`config.mk`:
```
export PLATFORM = sky130hd
export DESIGN_NAME = fir_channel_arbiter
export DESIGN_NICKNAME = d
export VERILOG_FILES = /design/src/rtl/fir_channel_arbiter.sv
export SDC_FILE = /design/constraint.sdc
export NUM_CORES = 1
export LEC_CHECK = 0
export BUFFER_PORTS_ARGS = -buffer_cell sky130_fd_sc_hd__buf_2
export CAP_MARGIN = 20
export CELL_PAD_IN_SITES_DETAIL_PLACEMENT = 1
export CELL_PAD_IN_SITES_GLOBAL_PLACEMENT = 1
export CORE_UTILIZATION = 38
export DETAILED_ROUTE_END_ITERATION = 6
export HOLD_SLACK_MARGIN = 0.08
export PLACE_DENSITY_LB_ADDON = 0.1
export SKIP_LAST_GASP = 1
export SLEW_MARGIN = 20
export SYNTH_ARGS = -nofsm -noshare
export SYNTH_HDL_FRONTEND = slang
export SYNTH_SLANG_ARGS = --single-unit
```
`constraint.sdc`:
```
create_clock -name i_clk -period 7.41 [get_ports i_clk]
set_input_delay 1.1115 -clock i_clk [delete_from_list [all_inputs] [get_ports i_clk]]
set_output_delay 1.1115 -clock i_clk [all_outputs]
set_load 0.02 [all_outputs]
```
`src/rtl/fir_channel_arbiter.sv`:
```
// fir_channel_arbiter
// Round-robin arbiter that shares one FIR datapath among NUM_CH sample
// requesters. Each issued sample is tagged with its channel index in an
// in-order tag FIFO; FIR outputs pop the head tag and are routed back to
// the channel that issued the matching input sample.

module fir_channel_arbiter #(
  parameter int unsigned DATA_WIDTH = 24,
  parameter int unsigned NUM_CH     = 4,
  parameter int unsigned TAG_DEPTH  = 8
) (
  input  logic                           i_clk,
  input  logic                           i_rst_n,
  input  logic                           i_en,
  input  logic [NUM_CH*DATA_WIDTH-1:0]   iv_req_data,
  input  logic [NUM_CH-1:0]              iv_req_valid,
  output logic [NUM_CH-1:0]              ov_req_ready,
  output logic [DATA_WIDTH-1:0]          ov_fir_din,
  output logic                           o_fir_din_valid,
  input  logic [DATA_WIDTH-1:0]          iv_fir_dout,
  input  logic                           i_fir_dout_valid,
  output logic [DATA_WIDTH-1:0]          ov_ch_dout,
  output logic [NUM_CH-1:0]              ov_ch_dout_valid,
  output logic [$clog2(NUM_CH)-1:0]      ov_ch_id,
  output logic                           o_tag_err,
  output logic                           o_busy
);

  localparam int unsigned CH_W  = $clog2(NUM_CH);
  localparam int unsigned PTR_W = $clog2(TAG_DEPTH);
  localparam int unsigned CNT_W = PTR_W + 1;

  localparam logic [CNT_W-1:0] CNT_FULL = CNT_W'(TAG_DEPTH);
  localparam logic [CH_W-1:0]  LAST_CH  = CH_W'(NUM_CH - 1);

  // Arbitration state
  logic [CH_W-1:0]       last_grant;

  // Tag FIFO state
  logic [CH_W-1:0]       tag_mem [TAG_DEPTH];
  logic [PTR_W-1:0]      wr_ptr;
  logic [PTR_W-1:0]      rd_ptr;
  logic [CNT_W-1:0]      count;
  logic [CNT_W-1:0]      count_nxt;

  // Combinational control
  logic                  full;
  logic                  grant_found;
  logic [CH_W-1:0]       grant_idx;
  logic [CH_W-1:0]       cand_idx;
  logic [DATA_WIDTH-1:0] grant_data;
  logic                  push;
  logic                  pop;
  logic [CH_W-1:0]       head_tag;
  logic [NUM_CH-1:0]     head_onehot;

  // Grants are blocked on the registered count, so a pop in the same cycle
  // never frees a slot until the following cycle.
  assign full = (count == CNT_FULL);

  // Round-robin search starting one past the last granted channel
  always_comb begin
    grant_found = 1'b0;
    grant_idx   = '0;
    cand_idx    = '0;
    if (i_en && !full) begin
      for (int unsigned i = 0; i < NUM_CH; i++) begin
        cand_idx = CH_W'((32'(last_grant) + 32'd1 + i) % NUM_CH);
        if (!grant_found && iv_req_valid[cand_idx]) begin
          grant_found = 1'b1;
          grant_idx   = cand_idx;
        end
      end
    end
  end

  // One-hot ready for the granted channel only
  always_comb begin
    ov_req_ready = '0;
    if (grant_found) begin
      ov_req_ready[grant_idx] = 1'b1;
    end
  end

  // Select the granted channel's sample
  always_comb begin
    grant_data = '0;
    for (int unsigned i = 0; i < NUM_CH; i++) begin
      if (CH_W'(i) == grant_idx) begin
        grant_data = iv_req_data[i*DATA_WIDTH +: DATA_WIDTH];
      end
    end
  end

  // The grant already requires the request to be valid, so grant == accept.
  assign push     = grant_found;
  assign pop      = i_fir_dout_valid && (count != '0);
  assign head_tag = tag_mem[rd_ptr];

  // Decode the head tag into the per-channel output strobe
  always_comb begin
    head_onehot           = '0;
    head_onehot[head_tag] = 1'b1;
  end

  // Occupancy after this cycle's push/pop
  always_comb begin
    count_nxt = count;
    unique case ({push, pop})
      2'b10:   count_nxt = count + 1'b1;
      2'b01:   count_nxt = count - 1'b1;
      default: count_nxt = count;
    endcase
  end

  // Tag storage; contents are don't-care until written, so no reset
  always_ff @(posedge i_clk) begin
    if (push) begin
      tag_mem[wr_ptr] <= grant_idx;
    end
  end

  // FIFO pointers, occupancy and round-robin pointer
  always_ff @(posedge i_clk or negedge i_rst_n) begin
    if (!i_rst_n) begin
      wr_ptr     <= '0;
      rd_ptr     <= '0;
      count      <= '0;
      last_grant <= LAST_CH;
    end else begin
      count <= count_nxt;
      if (push) begin
        wr_ptr     <= wr_ptr + 1'b1;
        last_grant <= grant_idx;
      end
      if (pop) begin
        rd_ptr <= rd_ptr + 1'b1;
      end
    end
  end

  // FIR input register: data holds its last value when nothing is accepted
  always_ff @(posedge i_clk or negedge i_rst_n) begin
    if (!i_rst_n) begin
      ov_fir_din      <= '0;
      o_fir_din_valid <= 1'b0;
    end else begin
      o_fir_din_valid <= push;
      if (push) begin
        ov_fir_din <= grant_data;
      end
    end
  end

  // Return routing; independent of i_en so in-flight samples always drain
  always_ff @(posedge i_clk or negedge i_rst_n) begin
    if (!i_rst_n) begin
      ov_ch_dout       <= '0;
      ov_ch_dout_valid <= '0;
      ov_ch_id         <= '0;
    end else begin
      ov_ch_dout_valid <= '0;
      if (pop) begin
        ov_ch_dout       <= iv_fir_dout;
        ov_ch_dout_valid <= head_onehot;
        ov_ch_id         <= head_tag;
      end
    end
  end

  // Sticky underflow flag and registered busy status
  always_ff @(posedge i_clk or negedge i_rst_n) begin
    if (!i_rst_n) begin
      o_tag_err <= 1'b0;
      o_busy    <= 1'b0;
    end else begin
      if (i_fir_dout_valid && (count == '0)) begin
        o_tag_err <= 1'b1;
      end
      o_busy <= (count_nxt != '0);
    end
  end

endmodule

```
==> Word level (Yosys, flattened, before mapping) <==
Memories as Yosys holds them, arrays and structs flattened.
Index checks and enable logic that the tools add are counted.
{ "classes": {"addsub": 8, "order_cmp": 8, "eq_ne": 6, "mux": 34, "n_reduce_logical": 16} }
{ "op_table": {"columns": ["op", "n"], "rows": [
  ["two-way mux 24 bit", 4],
  ["less-than comparator 2 x 3 -> 1 bit (second input constant)", 6],
  ["two-way mux 1 bit", 16],
  ["two-way mux 2 bit", 5],
  ["binary-select mux 1 bit (select 2 bit)", 4],
  ["logical AND 1 bit", 8],
  ["two-way mux 4 bit", 2],
  ["one-hot mux 4 bit (2 select lines)", 1],
  ["nonzero test 4 bit", 2],
  ["adder 3 x 1 -> 3 bit (second input constant)", 2],
  ["adder 2 x 1 -> 2 bit (second input constant)", 2],
  ["adder 2 bit (second input constant)", 2],
  ["adder 4 x 1 -> 4 bit (second input constant)", 1],
  ["demux 1 bit (select 2 bit)", 2],
  ["== test 2 bit (first input constant)", 2],
  ["== test 4 bit (second input constant)", 1],
  [">= comparator 2 x 1 -> 1 bit (second input constant)", 2],
  ["logical NOT 1 bit", 4],
  ["logical NOT 4 bit", 1],
  ["subtractor 4 x 1 -> 4 bit (second input constant)", 1],
  ["== test 1 x 2 -> 1 bit (first input constant)", 1],
  ["== test 2 x 1 -> 1 bit (second input constant)", 1],
  ["== test 2 bit (second input constant)", 1],
  ["logical NOT 2 bit", 1]
]} }
{ "totals": {"regBits": 69, "ram_bits": 16, "output_inout_bits": 61, "wordCells": 84, "n_memories": 1} }
{ "memory_table": {"columns": ["memory", "words", "word_bits", "read_ports", "rd_ports_with_merged_regs", "wr", "line_no", "source"], "rows": [
  ["tag_mem", 8, 2, 1, 0, 1, "40", "logic [CH_W-1:0] tag_mem [TAG_DEPTH];"]
]} }

==> Logic depth before layout (Yosys ltp) <==
Gate-level depths: netlist (run 1).
{ "depth": {"ltp_word": 22, "mapped_depth": 14} }

==> Least setup slack after synthesis (run 1) <==
Ideal clock, no wire load.
{ "synth_path": {"path_kind": "input port to flip-flop", "startpoint": "input port iv_req_valid[3]", "endpoint": "register o_busy", "setup_ns": 0.138, "arrival_time_ns": 3.825, "path_slack_ns": 3.447, "path_stages": 14, "path_buffers": 4, "cell_sequence": "buf_2 > or2_2 > buf_2 > o31ai_4 > buf_2 > buf_2 > ha_1 > xor2_1 > ha_1 > a21oi_1 > xor2_1 > nor2_1 > xor2_1 > or4_1"} }
{ "synth_via": {"elab_chain_len": 19, "word_cells_on_any_way": 26, "classes_between": "eq/ne: 2; mux: 17; reduce/logical: 7"} }
{ "synth_lines": {"columns": ["element", "line_no", "source"], "rows": [
  ["start, declared", "16", "input logic [NUM_CH-1:0] iv_req_valid,"],
  ["binary-select mux 1 bit (select 2 bit)", "69", "if (!grant_found && iv_req_valid[cand_idx]) begin"],
  ["two-way mux 1 bit (not written as such)", "69", null],
  ["two-way mux 1 bit", "69", null],
  ["two-way mux 1 bit", "66", "if (i_en && !full) begin"],
  ["logical NOT 1 bit", "69", null],
  ["logical AND 1 bit", "69", null],
  ["two-way mux 1 bit", "69", null],
  ["two-way mux 1 bit", "66", null],
  ["(+4 left out)", null, null],
  ["logical NOT 1 bit", "69", null],
  ["logical AND 1 bit", "69", null],
  ["two-way mux 1 bit (*)", "69", null],
  ["two-way mux 1 bit (*)", "66", null],
  ["== test 2 x 1 -> 1 bit or == test 2 bit (tied branches)", "109", "unique case ({push, pop})"],
  ["one-hot mux 4 bit (2 select lines) (*)", "109", null],
  ["via count_nxt[2]", "44", "logic [CNT_W-1:0] count_nxt;"],
  ["nonzero test 4 bit (*)", "180", "o_busy <= (count_nxt != '0);"],
  ["end signal, assigned", "180", null],
  ["end, declared", "26", "output logic o_busy"]
]} }
Mark *: on every way through the listed nets, which the timed path passes. The rest lies on a longest branch. The select of a mux whose other input is x is not followed.
A chain may end at the register's enable or synchronous reset.

==> Worst setup path after layout (run 1) <==
{ "layout_path": {"startpoint": "input port i_en", "endpoint": "output port ov_req_ready[1]"} }
{ "layout_via": {"elab_chain_len": 7, "word_cells_on_any_way": 9, "classes_between": "order compare: 2; mux: 5; reduce/logical: 2"} }
{ "layout_lines": {"columns": ["element", "line_no", "source"], "rows": [
  ["start, declared", "14", "input logic i_en,"],
  ["logical AND 1 bit (*)", "66", null],
  ["two-way mux 2 bit", "66", null],
  ["less-than comparator 2 x 3 -> 1 bit (not written as such) or >= comparator 2 x 1 -> 1 bit (tied branches)", "81", "ov_req_ready[grant_idx] = 1'b1;"],
  ["logical AND 1 bit (not written as such)", "81", null],
  ["two-way mux 1 bit (not written as such)", "81", null],
  ["demux 1 bit (select 2 bit)", "81", null],
  ["two-way mux 4 bit (*)", "80", "if (grant_found) begin"],
  ["end, declared", "17", "output logic [NUM_CH-1:0] ov_req_ready,"]
]} }
Mark *: on every way between the ends. The rest lies on a longest branch, timed or not.

==> results of run 1 <==
==> cell families after synthesis <==
family | Yosys count
muxes | 27
buffers and inverters | 35
DFF | 85
AOI/OAI and AO/OA | 78
xor gates and xnor gates | 9
adders and majority gates | 5
and+or+nand+nor | 158
==> worst min path at each step <==
stage	start	end	slack [ns]	cells after the start
2_1_floorplan	count[3]	count[3]	0.47	1
6_report	o_tag_err	o_tag_err	0.47	1
3_5_place_dp	o_tag_err	o_tag_err	0.45	1
4_1_cts	o_tag_err	o_tag_err	0.47	1
3_3_place_gp	o_tag_err	o_tag_err	0.43	1
5_1_grt	ov_ch_dout[1]	ov_ch_dout[1]	0.50	2
==> per-layer routing <==
metal,share of wire (%),routed length (um),global-route usage (%),vias up
li1,-,-,-,1772
met1,44,4897,26.11,1697
met2,49,5513,34.98,122
met3,5.4,602,3.343,14
met4,1.5,170,7.730,0
met5,0,0,0,-
==> stage by stage <==
step / hold slack [ns] / worst slack [ns] / instance area [um2] / power [W]
2_1_floorplan: 0.4688 / 3.447 / 4183 / 0.001352
3_5_place_dp: 0.4495 / 3.243 / 5176 / 0.001635
5_1_grt: 0.5001 / 3.169 / 5353 / 0.002049
3_3_place_gp: 0.4344 / 3.379 / 5176 / 0.001598
6_report: 0.4659 / 3.435 / 5353 / 0.001912
4_1_cts: 0.4698 / 3.391 / 5353 / 0.001937
==> state kept, by name, summed over array words and instances, names as in the netlist <==
| register | count |
|---|---|
| o_tag_err | 1 |
| o_fir_din_valid | 1 |
| ov_fir_din | 24 |
| o_busy | 1 |
| tag_mem | 16 |
| ov_ch_dout | 24 |
| count | 4 |
| wr_ptr | 3 |
| ov_ch_dout_valid | 4 |
| last_grant | 2 |
| rd_ptr | 3 |
| ov_ch_id | 2 |
==> power by group through the flow <==
stage / combinational, W / sequential, W / clock [W]
2_1_floorplan: 0.000464 / 0.000888 / 0
3_3_place_gp: 0.000822 / 0.000776 / 0
3_5_place_dp: 0.000847 / 0.000787 / 0
4_1_cts: 0.000849 / 0.000780 / 0.000308
5_1_grt: 0.000921 / 0.000805 / 0.000324
6_report: 0.000833 / 0.000779 / 0.000300
==> cells in the mapped netlist (5+ instances only) <==
master	count
nand2_1	106
dfrtp_1	67
mux2i_1	22
edfxtp_1	16
o221ai_1	14
buf_2	12
clkbuf_1	12
nor3_1	11
o21ai_0	11
nor2_1	9
nor3b_1	9
a211oi_1	7
a221o_1	7
o32ai_1	7
o211ai_1	6
o31ai_1	6
a21boi_0	5
ha_1	5
inv_1	5
nand2b_1	5
xnor2_1	5
==> area by class of cell <==
class                   instances  area [um2]
fillers                      1276        5156
well taps                     136       170.2
clock buffers                  12       155.1
repair buffers                192       973.4
multi-input cells             277        1804
clock inverters                 4       21.27
inverters                       5       18.77
flip-flops and latches         85        2210
==> critical path: stages <==
cell and delay (ns):
buf_2 0.08, a21boi_0 0.45, o31ai_4 0.14, inv_1 0.36
nand2_1 0.36, nor2_1 0.18, buf_2 0.18
==> results.md, run 1 <==
* Top cells by area, synth: dfrtp_1 (40%), edfxtp_1 (11%), nand2_1 (9.5%)
* Crit path to: ov_req_ready[1]
* Clock share of power at 15.7%
* RePlAce Congestion at 0.7928
* Die H at 106.9 um
* Most frequent cells in the layout: buf_2 (187), nand2_1 (106), dfrtp_1 (67)
* Routed WL at 11,180 um
* Cell variety after synth at 49
* Min Tclk post-route at 3.975 ns
* Largest net degree at the start of global routing at 70
* Synthesized area per cell at 10.54 um2
* Comb pwr share at 43.6%
* DIE AREA at 11,430 um2
* Worst R2R Setup Slack at 3.60 ns
* Largest family of logic cells by synthesized area: simple AND/OR/NAND/NOR gates
* R2r worst-path depth at 12
* Leakage at 2.650 nW
* Via count at 3,605
* DR WL/cell at 15.73 um
* Setup_tns at 0 ns
* TritonRoute pass-1 iters at 4
* WS Path Type: input pin to output port
* Chip Width at 106.9 um
* P_int at 0.001119 W
* Switching part of the total at 41.46%
* Fin crit share at 53.65%
* CTS tree: yes
* Setup Skew at 0.01319 ns
* Power density cells at 357.1 nW/um2
* CTS buffer count at 9
* Cell Area, Synth at 4183 um2
* Initial antenna violation count at 0
* Setup crit end kind: output port
* Final net count at 703
* Seq/Total Area, Yosys at 52.83%
* Top-level I/O count at 189
* Endpoint of the worst register-to-register path: o_busy
* Slew Viols, Final at 0
* Share of cells above drive strength 1 at 38.43%
* Final setup vio count at 0
* Area Growth Syn to Fin at 27.97%
* Synth Area in Compound Gates at 14.63%
* Root Buffer: clkbuf_8
* Syn Nets at 530
* Detailed Route Iter0 Violations at 96
* Starting Density at 39.80%
* YS warnings at 0
* Main synth FF type: dfrtp_1
* EDFF count, synth at 16
* Adder-Cell Fraction of Synth Area at 1.496%
* TritonCTS Sinks at 85
* CP max FO at 15
* Post-synth top area share at 40.08%
* Port Buffers at 188
* Setup crit start: i_en
* Final Core Density at 50.93%
* Clk pin slew, worst setup/hold paths at 0.09 ns
* Max clock buf depth at 2
* DR DRC count at 0
* Max VDD drop at 113.6 uV
* Worst R2R Start: count[1]
* Final hold violation count at 0
* Simple-gate portion of the synthesized area at 17.35%
* Worst hold-check path type: flip-flop to flip-flop
* Hold_buf cts at 0
* Switch Pwr at 0.0007927 W
* Synth area leader: dfrtp_1
* #FFs+latches synth at 85
* Commonest non-fill, non-tap cell in the layout: buf_2
* Vias in the first global route at 3,678
* Finished Layout Cells at 711
* Crit path DAT at 2.86 ns
* Antenna cells at 0
* Final HPWL DP at 8510 um
* Multiplexer share of the synthesized area at 7.688%
* PostCTS Resize Cnt at 0
* Worst skew pair latency at 0.36 ns
* Global Route Usage Sum at 20.51%
* Xor and xnor fraction of the mapped netlist area at 1.885%
* Postcts setup bufs at 0
* Asr flop ratio synth at 81.18%
* Total core area at 10,510 um2
* Cells after Synth at 397
* F_max at 251.6 MHz
* Worst-margin pin slew at 0.9376 ns
* Total grt overflow at 0
* RSZ-0062 raised after global routing: false
* Rel. slew slack at 37.43%
* Outcome: finished, final reports clean
* Via density at 5.070
* # H-tree levels at 3
* Critical Path RT at 6.30 ns
* Placed Cells at 695
* Startpoint types: input pin
* Detail Route Antenna Nets at 0
* First-pass GRT wire length at 18,300 um
* Max-Cap Viols at 0
* Row count at 37
* Sequential power share at 40.7%
(Power assumes the default switching activity.)
==> run 2, diff against run 1 <==
--- a/config.mk
+++ b/config.mk
@@ -9,7 +9,7 @@
 export CAP_MARGIN = 20
 export CELL_PAD_IN_SITES_DETAIL_PLACEMENT = 1
 export CELL_PAD_IN_SITES_GLOBAL_PLACEMENT = 1
-export CORE_UTILIZATION = 38
+export CORE_UTILIZATION = 32
 export DETAILED_ROUTE_END_ITERATION = 6
 export HOLD_SLACK_MARGIN = 0.08
 export PLACE_DENSITY_LB_ADDON = 0.1
==> constraint.sdc (replaced) <==
create_clock -name i_clk -period 3.6 [get_ports i_clk]
set_input_delay 0.54 -clock i_clk [delete_from_list [all_inputs] [get_ports i_clk]]
set_output_delay 0.54 -clock i_clk [all_outputs]
set_load 0.02 [all_outputs]
==> run 2 against run 1 <==
Against the previous run: largest power group unchanged; sequential share of layout area down 1.8 points; highest routed layer unchanged; critical endpoint unchanged; clock power rose to 3.2 times the previous value; global-route usage decreased by 0.78 points; critical path type is now flip-flop to output port; non-clock buffer count increased by 7; die area increased by 18%.
==> results.md, run 2 (synthesis gave the netlist of run 1 again) <==
* Finished Layout Cells at 754
* Total grt overflow at 0
* Area Growth Syn to Fin at 33.71%
* Antenna cells at 0
* Slew Viols, Final at 0
* Routed WL at 12,640 um
* Endpoint of the worst register-to-register path: o_busy
* Postcts setup bufs at 0
* Reg area at 2210 um2
* Max-Cap Viols at 0
* TritonCTS Sinks at 85
* F_max at 328.9 MHz
* Regs by FF count: ov_ch_dout x24, ov_fir_din x24, tag_mem x16
* CTS buffer count at 9
* Startpoint types: flip-flop
* Metal-1 WL at 5537 um
* Final net count at 710
* Fin crit share at 84.45%
* Power after layout at 0.004359 W
* Setup crit end kind: output port
* Power density cells at 779.5 nW/um2
* Post-route cell area at 5593 um2
* WL met3 at 1131 um
* Worst R2R Start: count[1]
* R2r worst-path depth at 10
* DIE AREA at 13,530 um2
* Initial antenna violation count at 0
* Leakage at 2.743 nW
* Detail Route Antenna Nets at 0
* TritonRoute pass-1 iters at 4
* Min Tclk post-route at 3.040 ns
* Setup_tns at 0 ns
* Crit path DAT at 2.50 ns
* Final HPWL DP at 9458 um
* Root Buffer: clkbuf_16
* Clk pin slew, worst setup/hold paths at 0.06 ns
* Max VDD drop at 269.6 uV
* Top-level I/O count at 189
* Most frequent cells in the layout: buf_2 (187), nand2_1 (106), dfrtp_1 (67)
* Worst R2R Setup Slack at 0.62 ns
* Die H at 116.3 um
* DR WL/cell at 16.76 um
* Setup Skew at 0.009386 ns
* Starting Density at 33.01%
* Filler Cell Count at 1,489
* Detail Route met2 WL at 5816 um
* Worst-margin pin slew at 0.9059 ns
* Placed Cells at 738
* Total core area at 12,670 um2
* DR top layer: met4
* Via count at 3,717
* Hold_buf cts at 0
* Port Buffers at 188
* Hold_ws at 0.3256 ns
* Worst hold-check path type: input pin to async pin
* RSZ-0062 raised after global routing: false
* WS Path Type: flip-flop to output port
* CTS tree: yes
* Worst skew pair latency at 0.34 ns
* Chip Width at 116.3 um
* Critical Path RT at 3.06 ns
* Via density at 4.930
* # H-tree levels at 3
* First-pass GRT wire length at 20,120 um
* Final setup vio count at 0
* Detailed Route Iter0 Violations at 137
* Largest net degree at the start of global routing at 70
* Share of cells above drive strength 1 at 39.52%
* Final hold violation count at 0
* Commonest non-fill, non-tap cell in the layout: buf_2
* Max clock buf depth at 2
* Multi-input gate area at 1810 um2
* Vias in the first global route at 3,854
* Outcome: finished, final reports clean
* PostCTS Resize Cnt at 0
* Row count at 41
* DR DRC count at 0
* Rel. slew slack at 39.60%
* CP max FO at 42
* Placed inst area at 5280 um2
* Global Route Usage Sum at 19.73%
* RePlAce Congestion at 0.7733
[run 2: cell count changes in the layout (fill, tap and decap cells not counted)]
cell	before	now
a311oi_1	1	0
a311oi_2	0	1
buf_4	5	12
bufinv_16	0	1
clkbuf_1	1	0
clkbuf_16	0	9
clkbuf_8	11	0
clkinv_2	3	0
clkinv_4	0	2
inv_4	1	0
inv_6	0	2
inv_8	0	2
[run 2: report_power, final]
part / internal, W / switching (W) / total [W] / leakage, nW
combinational: 0.000709 / 0.00107 / 0.00178 / 1.61
sequential: 0.00134 / 0.000273 / 0.00161 / 0.980
clock: 0.000555 / 0.000419 / 0.000974 / 0.154
[run 2: how the worst max path moves through the flow]
stage                    startpoint               to  slack [ns]
floorplan           iv_req_valid[3]           o_busy        0.21
global route               count[1]  ov_req_ready[1]        0.36
detailed placement  iv_req_valid[3]           o_busy        0.37
CTS                        count[1]  ov_req_ready[1]        0.50
finish                     count[1]  ov_req_ready[1]        0.56
global placement    iv_req_valid[2]           o_busy        0.50
[run 2: final cells by class]
cell class | count | share of cell area [%]
Inverter | 5 | 0.3356
Tap cell | 172 | 3.848
Sequential cell | 85 | 39.51
Multi-Input combinational cell | 277 | 32.37
Clock inverter | 7 | 1.566
Clock buffer | 9 | 4.027
Timing Repair Buffer | 199 | 18.34
[run 2: critical path: stages (launching register included)]
cell	delay, ns
dfrtp_1	0.49
nor3_1	0.08
a21boi_0	0.43
o31ai_4	0.14
buf_4	0.31
inv_1	0.30
nand2_1	0.11
nor2_1	0.13
buf_2	0.17
[run 2: per-layer routing]
metal | track usage (%) | up-vias
met3 | 5.916 | 10
li1 | - | 1785
met1 | 24.11 | 1749
met4 | 6.667 | 0
met2 | 33.14 | 173
met5 | 0 | -
[run 2: stage by stage]
stage               setup slack (ns)  util, %
floorplan                     0.2084        -
global placement              0.5001    41.67
detailed placement            0.3710    41.67
CTS                           0.5046    44.14
global route                  0.3593    44.14
finish                        0.5596    44.14
==> run 3, diff against run 2 <==
--- a/config.mk
+++ b/config.mk
@@ -9,7 +9,7 @@
 export CAP_MARGIN = 20
 export CELL_PAD_IN_SITES_DETAIL_PLACEMENT = 1
 export CELL_PAD_IN_SITES_GLOBAL_PLACEMENT = 1
-export CORE_UTILIZATION = 32
+export CORE_UTILIZATION = 35
 export DETAILED_ROUTE_END_ITERATION = 6
 export HOLD_SLACK_MARGIN = 0.08
 export PLACE_DENSITY_LB_ADDON = 0.1
==> constraint.sdc (replaced) <==
create_clock -name i_clk -period 2.9 [get_ports i_clk]
set_input_delay 0.435 -clock i_clk [delete_from_list [all_inputs] [get_ports i_clk]]
set_output_delay 0.435 -clock i_clk [all_outputs]
set_load 0.02 [all_outputs]
==> run 3 against run 2 <==
Against the previous run: critical path depth increased by 3; sequential share of layout area decreased by 0.097 points; worst setup slack got worse by 0.38 ns; final area increased by 0.25%; register-to-register slack got worse by 0.44 ns; sequential cell count unchanged; final cell count decreased by 3.8%; clock skew decreased by 0.0031 ns; global-route usage decreased by 0.58 points; the flow now finishes with violations (DRC); first-iteration DRC count decreased by 3.6%; count of clock-buffer cells in the layout increased by 2; core utilization increased by 4.5 points.
==> results.md, run 3 (synthesis gave the netlist of run 1 again) <==
* Setup Skew at 0.006315 ns
* Via count at 3,676
* Final Core Density at 48.69%
* Max clock buf depth at 2
* Commonest non-fill, non-tap cell in the layout: buf_2
* DR WL/cell at 15.44 um
* Power after layout at 0.005402 W
* Setup_tns at 0 ns
* Clk pin slew, worst setup/hold paths at 0.06 ns
* DR DRC count at 22
* Detailed Route Iter0 Violations at 132
* Slew Viols, Final at 0
* CTS tree: yes
* Most frequent cells in the layout: buf_2 (187), nand2_1 (106), dfrtp_1 (67)
* Root Buffer: clkbuf_16
* Failing checks: DRC
* Area Growth Syn to Fin at 34.04%
* Chip Width at 111.3 um
* Antenna cells at 0
* Top-level I/O count at 189
* Hold_buf cts at 0
* Min Tclk post-route at 2.720 ns
* Total core area at 11,520 um2
* Row count at 39
* Hold_ws at 0.2264 ns
* First-pass GRT wire length at 18,850 um
* Rel. slew slack at 38.57%
* Worst-margin pin slew at 0.9181 ns
* Port Buffers at 188
* Routed WL at 11,200 um
* Pre-CTS setup slack at -0.007953 ns
* CP max FO at 6
* Share of cells above drive strength 1 at 40.55%
* Max VDD drop at 373.3 uV
* Power density cells at 963.5 nW/um2
* RePlAce Congestion at 0.7987
* Setup crit end kind: flip-flop
* DIE AREA at 12,390 um2
* Starting Density at 36.32%
* TritonCTS Sinks at 85
* Startpoint types: flip-flop
* Largest net degree at the start of global routing at 70
* Reg area at 2210 um2
* F_max at 367.6 MHz
* Critical Path RT at 3.10 ns
* Filler Cell Count at 1,359
* CTS buffer count at 9
* Leakage at 2.743 nW
* Final setup vio count at 0
* Initial antenna violation count at 0
* Max-Cap Viols at 0
* Die H at 111.3 um
* Multi-input gate area at 1842 um2
* Final hold violation count at 0
* WS Path Type: flip-flop to flip-flop
* Crit path DAT at 2.92 ns
* Detail Route Antenna Nets at 0
* Final net count at 710
* # H-tree levels at 3
* Final HPWL DP at 8399 um
* Fin crit share at 93.80%
* Regs by FF count: ov_ch_dout x24, ov_fir_din x24, tag_mem x16
* Worst skew pair latency at 0.34 ns
* Via density at 5.070
* Total grt overflow at 0
* Final setup margin at 0.1799 ns
* TritonRoute pass-1 iters at 6
* Vias in the first global route at 3,927
* Worst hold-check path type: input pin to async pin
* Global Route Usage Sum at 19.15%
* Outcome: finished with violations
## run 3: what timing repair did
item                       4_1_cts  5_1_grt
setup buffers                    0        1
setup endpoints to repair        3        2
gates resized for setup          3        3
## run 3: through the flow
step / cell area [um2] / cells
6_report: 5607 / 725
5_1_grt: 5607 / 725
4_1_cts: 5585 / 724
3_5_place_dp: 5258 / 708
3_3_place_gp: 5258 / 708
2_1_floorplan: 4229 / 397
## run 3: final timing paths
| path | cells past startpoint | endpoint | slack, ns | from |
|---|---|---|---|---|
| max | 11 | o_busy | 0.18 | count[0] |
| min | 1 | ov_ch_dout[20] | 0.23 | i_rst_n |
| max reg2reg | 11 | o_busy | 0.18 | count[0] |
| min reg2reg | 1 | o_tag_err | 0.46 | o_tag_err |
| max in group asynchronous | 1 | ov_fir_din[19] | 2.10 | i_rst_n |
| min in group i_clk | 3 | ov_ch_dout[23] | 0.29 | iv_fir_dout[23] |
## run 3: metal layers
metal,up-vias,global-route usage (%),share of wire [%],routed length [um]
li1,1797,-,-,-
met1,1758,23.97,44,4958
met2,108,32.71,49,5538
met3,13,2.952,4.6,513
met4,0,8.649,1.6,184
met5,-,0,0,0
## run 3: final cells by class
type | instances | share of cell area, %
well taps | 143 | 3.191
multi-input cells | 277 | 32.85
clock inverters | 5 | 1.004
flip-flops and latches | 85 | 39.41
clock buffers | 11 | 4.709
inverters | 5 | 0.4017
repair buffers | 199 | 18.43
## run 3: power breakdown
| part | internal [W] | leakage (nW) | total, W | switching, W |
|---|---|---|---|---|
| clock | 0.000741 | 0.157 | 0.00121 | 0.000469 |
| sequential | 0.00166 | 0.980 | 0.00198 | 0.000319 |
| combinational | 0.000899 | 1.61 | 0.00221 | 0.00131 |
| total | 0.00330 | 2.74 | 0.00540 | 0.00210 |
## run 3: worst max-delay path, cell delays in order, from the launching register on
cell	delay [ns]
dfrtp_1	0.46
nor4_2	0.34
nand2b_1	0.17
inv_1	0.09
ha_4	0.19
xor2_1	0.14
ha_2	0.17
a21oi_2	0.12
xor2_1	0.17
nor2_1	0.08
xor2_1	0.15
or4_1	0.51
